`config.mk`:
```
export PLATFORM = sky130hd
export DESIGN_NAME = alu_pipe
export DESIGN_NICKNAME = d
export VERILOG_FILES = /design/src/rtl/alu_pkg.sv /design/src/rtl/alu_decode.sv /design/src/rtl/alu_pipe.sv
export SDC_FILE = /design/constraint.sdc
export NUM_CORES = 1
export LEC_CHECK = 0
export ABC_AREA = 0
export ABC_CLOCK_PERIOD_IN_PS = 3640
export BUFFER_PORTS_ARGS = -buffer_cell sky130_fd_sc_hd__clkbuf_2
export CAP_MARGIN = 20
export CORE_MARGIN = 5
export CORE_UTILIZATION = 45
export CTS_BUF_LIST = sky130_fd_sc_hd__clkbuf_4 sky130_fd_sc_hd__clkbuf_8 sky130_fd_sc_hd__clkbuf_16
export DETAILED_ROUTE_END_ITERATION = 8
export GPL_TIMING_DRIVEN = 0
export PLACE_DENSITY = 0.77
export SKIP_CTS_REPAIR_TIMING = 1
export SLEW_MARGIN = 0
export SYNTH_ARGS = -nofsm -noshare
export SYNTH_HDL_FRONTEND = slang
export SYNTH_SLANG_ARGS = --single-unit
```
`constraint.sdc`:
```
create_clock -name clk -period 3.64 [get_ports clk]
set_clock_uncertainty 0.05 [all_clocks]
set_input_delay 0.546 -clock clk [delete_from_list [all_inputs] [get_ports clk]]
set_output_delay 0.546 -clock clk [all_outputs]
set_load 0.01 [all_outputs]
```
`src/rtl/alu_pkg.sv`:
```
`default_nettype none
// ============================================================================
// Module   : alu_pkg
// Brief    : Shared funct3 encodings, FSM state and decoded-op enums for alu_pipe.
// Revision : 1.0 - initial release
// ============================================================================
package alu_pkg;

  localparam logic [2:0] F3_ADD  = 3'b000;
  localparam logic [2:0] F3_SLL  = 3'b001;
  localparam logic [2:0] F3_SLT  = 3'b010;
  localparam logic [2:0] F3_SLTU = 3'b011;
  localparam logic [2:0] F3_XOR  = 3'b100;
  localparam logic [2:0] F3_SRL  = 3'b101;
  localparam logic [2:0] F3_OR   = 3'b110;
  localparam logic [2:0] F3_AND  = 3'b111;

  typedef enum logic [0:0] {
    ST_IDLE  = 1'b0,
    ST_SHIFT = 1'b1
  } state_t;

  typedef enum logic [3:0] {
    OP_ADD  = 4'd0,
    OP_SUB  = 4'd1,
    OP_SLL  = 4'd2,
    OP_SLT  = 4'd3,
    OP_SLTU = 4'd4,
    OP_XOR  = 4'd5,
    OP_SRL  = 4'd6,
    OP_SRA  = 4'd7,
    OP_OR   = 4'd8,
    OP_AND  = 4'd9
  } op_t;

  function automatic logic is_shift(input op_t op);
    return (op == OP_SLL) || (op == OP_SRL) || (op == OP_SRA);
  endfunction

endpackage
`default_nettype wire

```
`src/rtl/alu_decode.sv`:
```
`default_nettype none
// ============================================================================
// Module   : alu_decode
// Brief    : Combinational instruction-word to ALU operation decoder.
// Revision : 1.0 - initial release
// ============================================================================
module alu_decode
  import alu_pkg::*;
(
  input  logic [31:0] I,
  output op_t         o_op
);

  logic [2:0] w_f3;
  logic       w_alt;
  logic       w_rtype;
  logic       w_unused;

  assign w_f3     = I[14:12];
  assign w_alt    = I[30];
  assign w_rtype  = I[5];
  assign w_unused = ^{I[31], I[29:15], I[11:6], I[4:0]};

  always_comb begin
    o_op = OP_ADD;
    case (w_f3)
      F3_ADD:  o_op = (w_rtype && w_alt) ? OP_SUB : OP_ADD;
      F3_SLL:  o_op = OP_SLL;
      F3_SLT:  o_op = OP_SLT;
      F3_SLTU: o_op = OP_SLTU;
      F3_XOR:  o_op = OP_XOR;
      F3_SRL:  o_op = w_alt ? OP_SRA : OP_SRL;
      F3_OR:   o_op = OP_OR;
      F3_AND:  o_op = OP_AND;
      default: o_op = OP_ADD;
    endcase
  end

endmodule
`default_nettype wire

```
`src/rtl/alu_pipe.sv`:
```
`default_nettype none
// ============================================================================
// Module   : alu_pipe
// Brief    : Single-stage ALU with valid/ready handshakes. Define
//            ALU_SERIAL_SHIFT_EN for a 1-bit-per-cycle shifter, else barrel.
// Revision : 1.0 - initial release
// ============================================================================
module alu_pipe
  import alu_pkg::*;
#(
  parameter int XLEN = 32,
  parameter int SHW  = $clog2(XLEN)
) (
  input  logic            clk,
  input  logic            rst,
  input  logic            in_valid,
  output logic            in_ready,
  input  logic [XLEN-1:0] rs1,
  input  logic [XLEN-1:0] rs2,
  input  logic [31:0]     I,
  output logic            out_valid,
  input  logic            out_ready,
  output logic [XLEN-1:0] o,
  output logic            busy
);

  op_t             w_op;
  logic [SHW-1:0]  w_shamt;
  logic [XLEN-1:0] w_result;
  logic            w_slot_free;
  logic            w_accept;
  logic            w_drain;
  logic            w_load;
  logic [XLEN-1:0] w_o_nxt;

  alu_decode u_decode (
    .I    (I),
    .o_op (w_op)
  );

  assign w_shamt     = rs2[SHW-1:0];
  assign w_slot_free = !out_valid || out_ready;
  assign w_accept    = in_valid && in_ready;
  assign w_drain     = out_valid && out_ready;

  always_comb begin
    w_result = '0;
    case (w_op)
      OP_ADD:  w_result = rs1 + rs2;
      OP_SUB:  w_result = rs1 - rs2;
      OP_SLL:  w_result = rs1 << w_shamt;
      OP_SLT:  w_result = {{(XLEN-1){1'b0}}, ($signed(rs1) < $signed(rs2))};
      OP_SLTU: w_result = {{(XLEN-1){1'b0}}, (rs1 < rs2)};
      OP_XOR:  w_result = rs1 ^ rs2;
      OP_SRL:  w_result = rs1 >> w_shamt;
      OP_SRA:  w_result = $signed(rs1) >>> w_shamt;
      OP_OR:   w_result = rs1 | rs2;
      OP_AND:  w_result = rs1 & rs2;
      default: w_result = '0;
    endcase
  end

`ifdef ALU_SERIAL_SHIFT_EN
  state_t          r_state;
  state_t          w_state_nxt;
  logic [XLEN-1:0] r_work;
  logic [XLEN-1:0] w_work_nxt;
  logic [SHW-1:0]  r_count;
  logic [SHW-1:0]  w_count_nxt;
  op_t             r_sop;
  op_t             w_sop_nxt;

  function automatic logic [XLEN-1:0] shift1(input logic [XLEN-1:0] v, input op_t op);
    case (op)
      OP_SLL:  return {v[XLEN-2:0], 1'b0};
      OP_SRA:  return {v[XLEN-1], v[XLEN-1:1]};
      default: return {1'b0, v[XLEN-1:1]};
    endcase
  endfunction

  assign in_ready = !rst && (r_state == ST_IDLE) && w_slot_free;
  assign busy     = (r_state == ST_SHIFT);

  always_ff @(posedge clk) begin
    if (rst) begin
      r_state <= ST_IDLE;
      r_work  <= '0;
      r_count <= '0;
      r_sop   <= OP_ADD;
    end else begin
      r_state <= w_state_nxt;
      r_work  <= w_work_nxt;
      r_count <= w_count_nxt;
      r_sop   <= w_sop_nxt;
    end
  end

  always_comb begin
    w_state_nxt = r_state;
    w_work_nxt  = r_work;
    w_count_nxt = r_count;
    w_sop_nxt   = r_sop;
    w_load      = 1'b0;
    w_o_nxt     = w_result;
    case (r_state)
      ST_IDLE: begin
        if (w_accept) begin
          // Zero-amount shifts bypass the FSM and complete like any other op.
          if (is_shift(w_op) && (w_shamt != '0)) begin
            w_state_nxt = ST_SHIFT;
            w_work_nxt  = rs1;
            w_count_nxt = w_shamt;
            w_sop_nxt   = w_op;
          end else begin
            w_load = 1'b1;
          end
        end
      end
      ST_SHIFT: begin
        w_work_nxt  = shift1(r_work, r_sop);
        w_count_nxt = r_count - 1'b1;
        if (r_count == SHW'(1)) begin
          w_state_nxt = ST_IDLE;
          w_load      = 1'b1;
          w_o_nxt     = shift1(r_work, r_sop);
        end
      end
      default: w_state_nxt = ST_IDLE;
    endcase
  end
`else
  assign in_ready = !rst && w_slot_free;
  assign busy     = 1'b0;
  assign w_load   = w_accept;
  assign w_o_nxt  = w_result;
`endif

  // A serial shift can only finish with the output slot empty, because entry
  // required the slot to be free or draining on the accept edge.
  always_ff @(posedge clk) begin
    if (rst) begin
      out_valid <= 1'b0;
      o         <= '0;
    end else if (w_load) begin
      out_valid <= 1'b1;
      o         <= w_o_nxt;
    end else if (w_drain) begin
      out_valid <= 1'b0;
    end
  end

endmodule
`default_nettype wire

```
==> impl_results.md <==
* Status: complete, no violations
* Worst slew pin tran at 1.03 ns
* Syn avg cell area at 7.07 um2
* Vias/cell at 7.03
* Worst Setup Start Kind: input port
* Post-route worst setup slack at 0.00347 ns
* Synth top area share at 11.9%
* Synth warnings at 0
* Maxcap violations at 0
* Min Tclk post-route at 3.64 ns
* Routed Antenna Nets at 0
* Diodes inserted at 0
* Worst-path clk slew at 0.05 ns
* Row count at 55
* Multi-input combinational cell area at 9040 um2
* Layout area overhead at 17.9%
* Synthesized flop and latch total at 33
* Hpwl dp at 46.2 mm
* Clk_lat worst skew at 0.28 ns
* FF/Latch Area at 661 um2
* Commonest cells in the netlist: nor2_1, a21oi_1, o21ai_0
* Drt first pass iters at 6
* Largest net degree at the start of global routing at 13
* Number of synthesized flops with an enable pin at 0
* Antenna violations before repair at 1
* Nets at 1802
* Cells along the critical path: clkbuf_2 > inv_1 > ha_1 > clkbuf_1 > nor2b_1 > o21a_1 > o21ai_0 > a21oi_1 > o41ai_2 > o211ai_1 > a31oi_1 > mux2i_1 > a21oi_1
* Crit-path max cell delay at 0.45 ns
* Hold Path Class: flip-flop to flip-flop
* IO Pins at 135
* Clk root buf: clkbuf_16
* Sequential area share after synthesis at 6.42%
* Residual DRC at 0
* Final hold violation count at 0
* Area leader, netlist: ha_1
* Initial Utilization at 45.6%
* Critical path type: input port to flip-flop
* Cell with the most instances after synthesis: nor2_1
* Total Routing Usage GR at 41.7%
* Worst path required time at 3.74 ns
* DRT iter0 DRCs at 2344
* Most frequent CP cell: a21oi_1
* Final setup vio count at 0
* Mapped Cells at 1455
* Die width at 161 um
* GRT Residual Overflow at 0
* CTS tree: done
* Inst Count DP at 1846
* Maximum VDD drop at 291 uV
* RePlAce Congestion at 1.05
* Primary FF master, synth: dfxtp_1
* Net Count, Synth at 1655
* CTS H-tree lvls at 2
* Ys async rst share at 0%
* Leakage at 0.00530 uW
* Mapped Area at 10300 um2
* Maximum clock path buffer count at 2
* Via count at 13273
* Share of cells above drive strength 1 at 20.5%
* Chip height at 161 um
* Synth area leaders: ha_1, mux4_2, mux2i_1
* DIE AREA at 26000 um2
* Synth cell types at 90
* RSZ-0062 raised after global routing: yes
* Slowest-stage cell, CP: o41ai_2
* Final Routed Wirelength at 57.7 mm
* Placement Setup Slack at -1.47 ns
* Cell Pwr Density at 236 nW/um2
* Core Area at 22600 um2
* First-pass GRT wire length at 81.8 mm
* Layout Cells excl Fill at 1888
* CP max FO at 10
* Crit end category: flip-flop
* Routed WL per cell at 30.6 um
* PortBufs at 105
* Relative slew slack at 30.5%
* Vias in the first global route at 11838
* Filler cell count at 2271
* Max-slew violations at 0
* F_max at 0.275 GHz
* Cts bufs inserted at 5
* Worst Path Arrival at 3.74 ns
* Clock sinks at 33
* Min Hold Slack at 0.407 ns
* Period Utilization, post-route at 99.9%
final cells by class:
| cell class | count | share of cell area, % |
|---|---|---|
| multi-input cells | 1185 | 74.5 |
| repair buffers | 141 | 6.80 |
| plain buffers | 120 | 5.47 |
| flip-flops and latches | 33 | 5.44 |
| inverters | 116 | 3.67 |
| well taps | 285 | 2.94 |
| clock buffers | 6 | 1.09 |
| clock inverters | 2 | 0.0825 |
cell usage in the layout, fill, tap and decap left out, drive strengths merged, types with 7 or more instances in the layout:
cell and n:
o21ai 125, o21bai 10, nor2b 16, o211ai 16
dfxtp 33, a31oi 26, clkbuf 175, o31ai 15
a211o 10, nand2b 13, inv 114, a22o 28
nor2 156, o22ai 10, and3 8, buf 92
nand4 9, nand2 110, mux2 20, nor3 30
a221oi 13, xnor2 14, nand3 25, ha 98
a21o 11, mux4 41, a211oi 38, a22oi 7
a21oi 153, or3 9, and2 7, mux2i 77
through the flow:
step                      instance area, um2  util [%]   TNS (ns)  power [uW]
after floorplan                        10300         -  -0.000519        1530
after detailed placement               11200      49.6     -29.59        2210
after global routing                   12100      53.8    -0.0648        2950
after CTS                              11300      50.3     -22.04        2610
after global placement                 11200      49.6     -30.52        2210
final                                  12100      53.8          0        2870
report_power, final:
part	leakage, uW	switching, uW	internal [uW]
logic	0.00495	1330	704
clock network	0.0000740	147	258
registers	0.000274	21.0	402
cells by family (layout without fill, tap and decap cells):
logic type,count (synthesis),count (layout),synth area share [%]
fa+ha+maj,100,100,12.3
buf+inv,237,385,9.75
flops,33,33,6.42
compound gates,520,520,32.8
simple gates,407,407,18.4
mux,138,138,18.6
xor+xnor,19,19,1.62
other cells,1,1,0.0364
path summary, 6_finish.rpt:
kind | start | endpoint | slack (ns) | depth (start not counted)
hold reg to reg | o[12] | o[12] | 0.41 | 2
hold / removal | o[12] | o[12] | 0.41 | 2
setup reg to reg | out_valid | o[29] | 0.68 | 10
setup / recovery | rs1[23] | o[30] | 0.003 | 13
layer usage:
metal  global-route usage, %  routed length [um]  vias to the layer above
met1                    58.0               22900                     6210
met3                    13.3                8600                      208
met5                       0                  10                        -
met2                    60.3               23100                     1217
li1                        -                   -                     5636
met4                    15.5                3140                        2
worst max-delay path, delay by kind of cell:
family                   cells  cell delay, ns
AO/OA/AOI/OAI                7            1.66
adder cells (fa/ha/maj)      1            0.32
buffers and inverters        3            0.86
multiplexers                 1            0.23
AND/OR/NAND/NOR              1            0.10
sequential cells by signal, indices dropped and copies added, names as in the netlist:
register and flops:
o 32, out_valid 1
(Power assumes the default switching activity.)
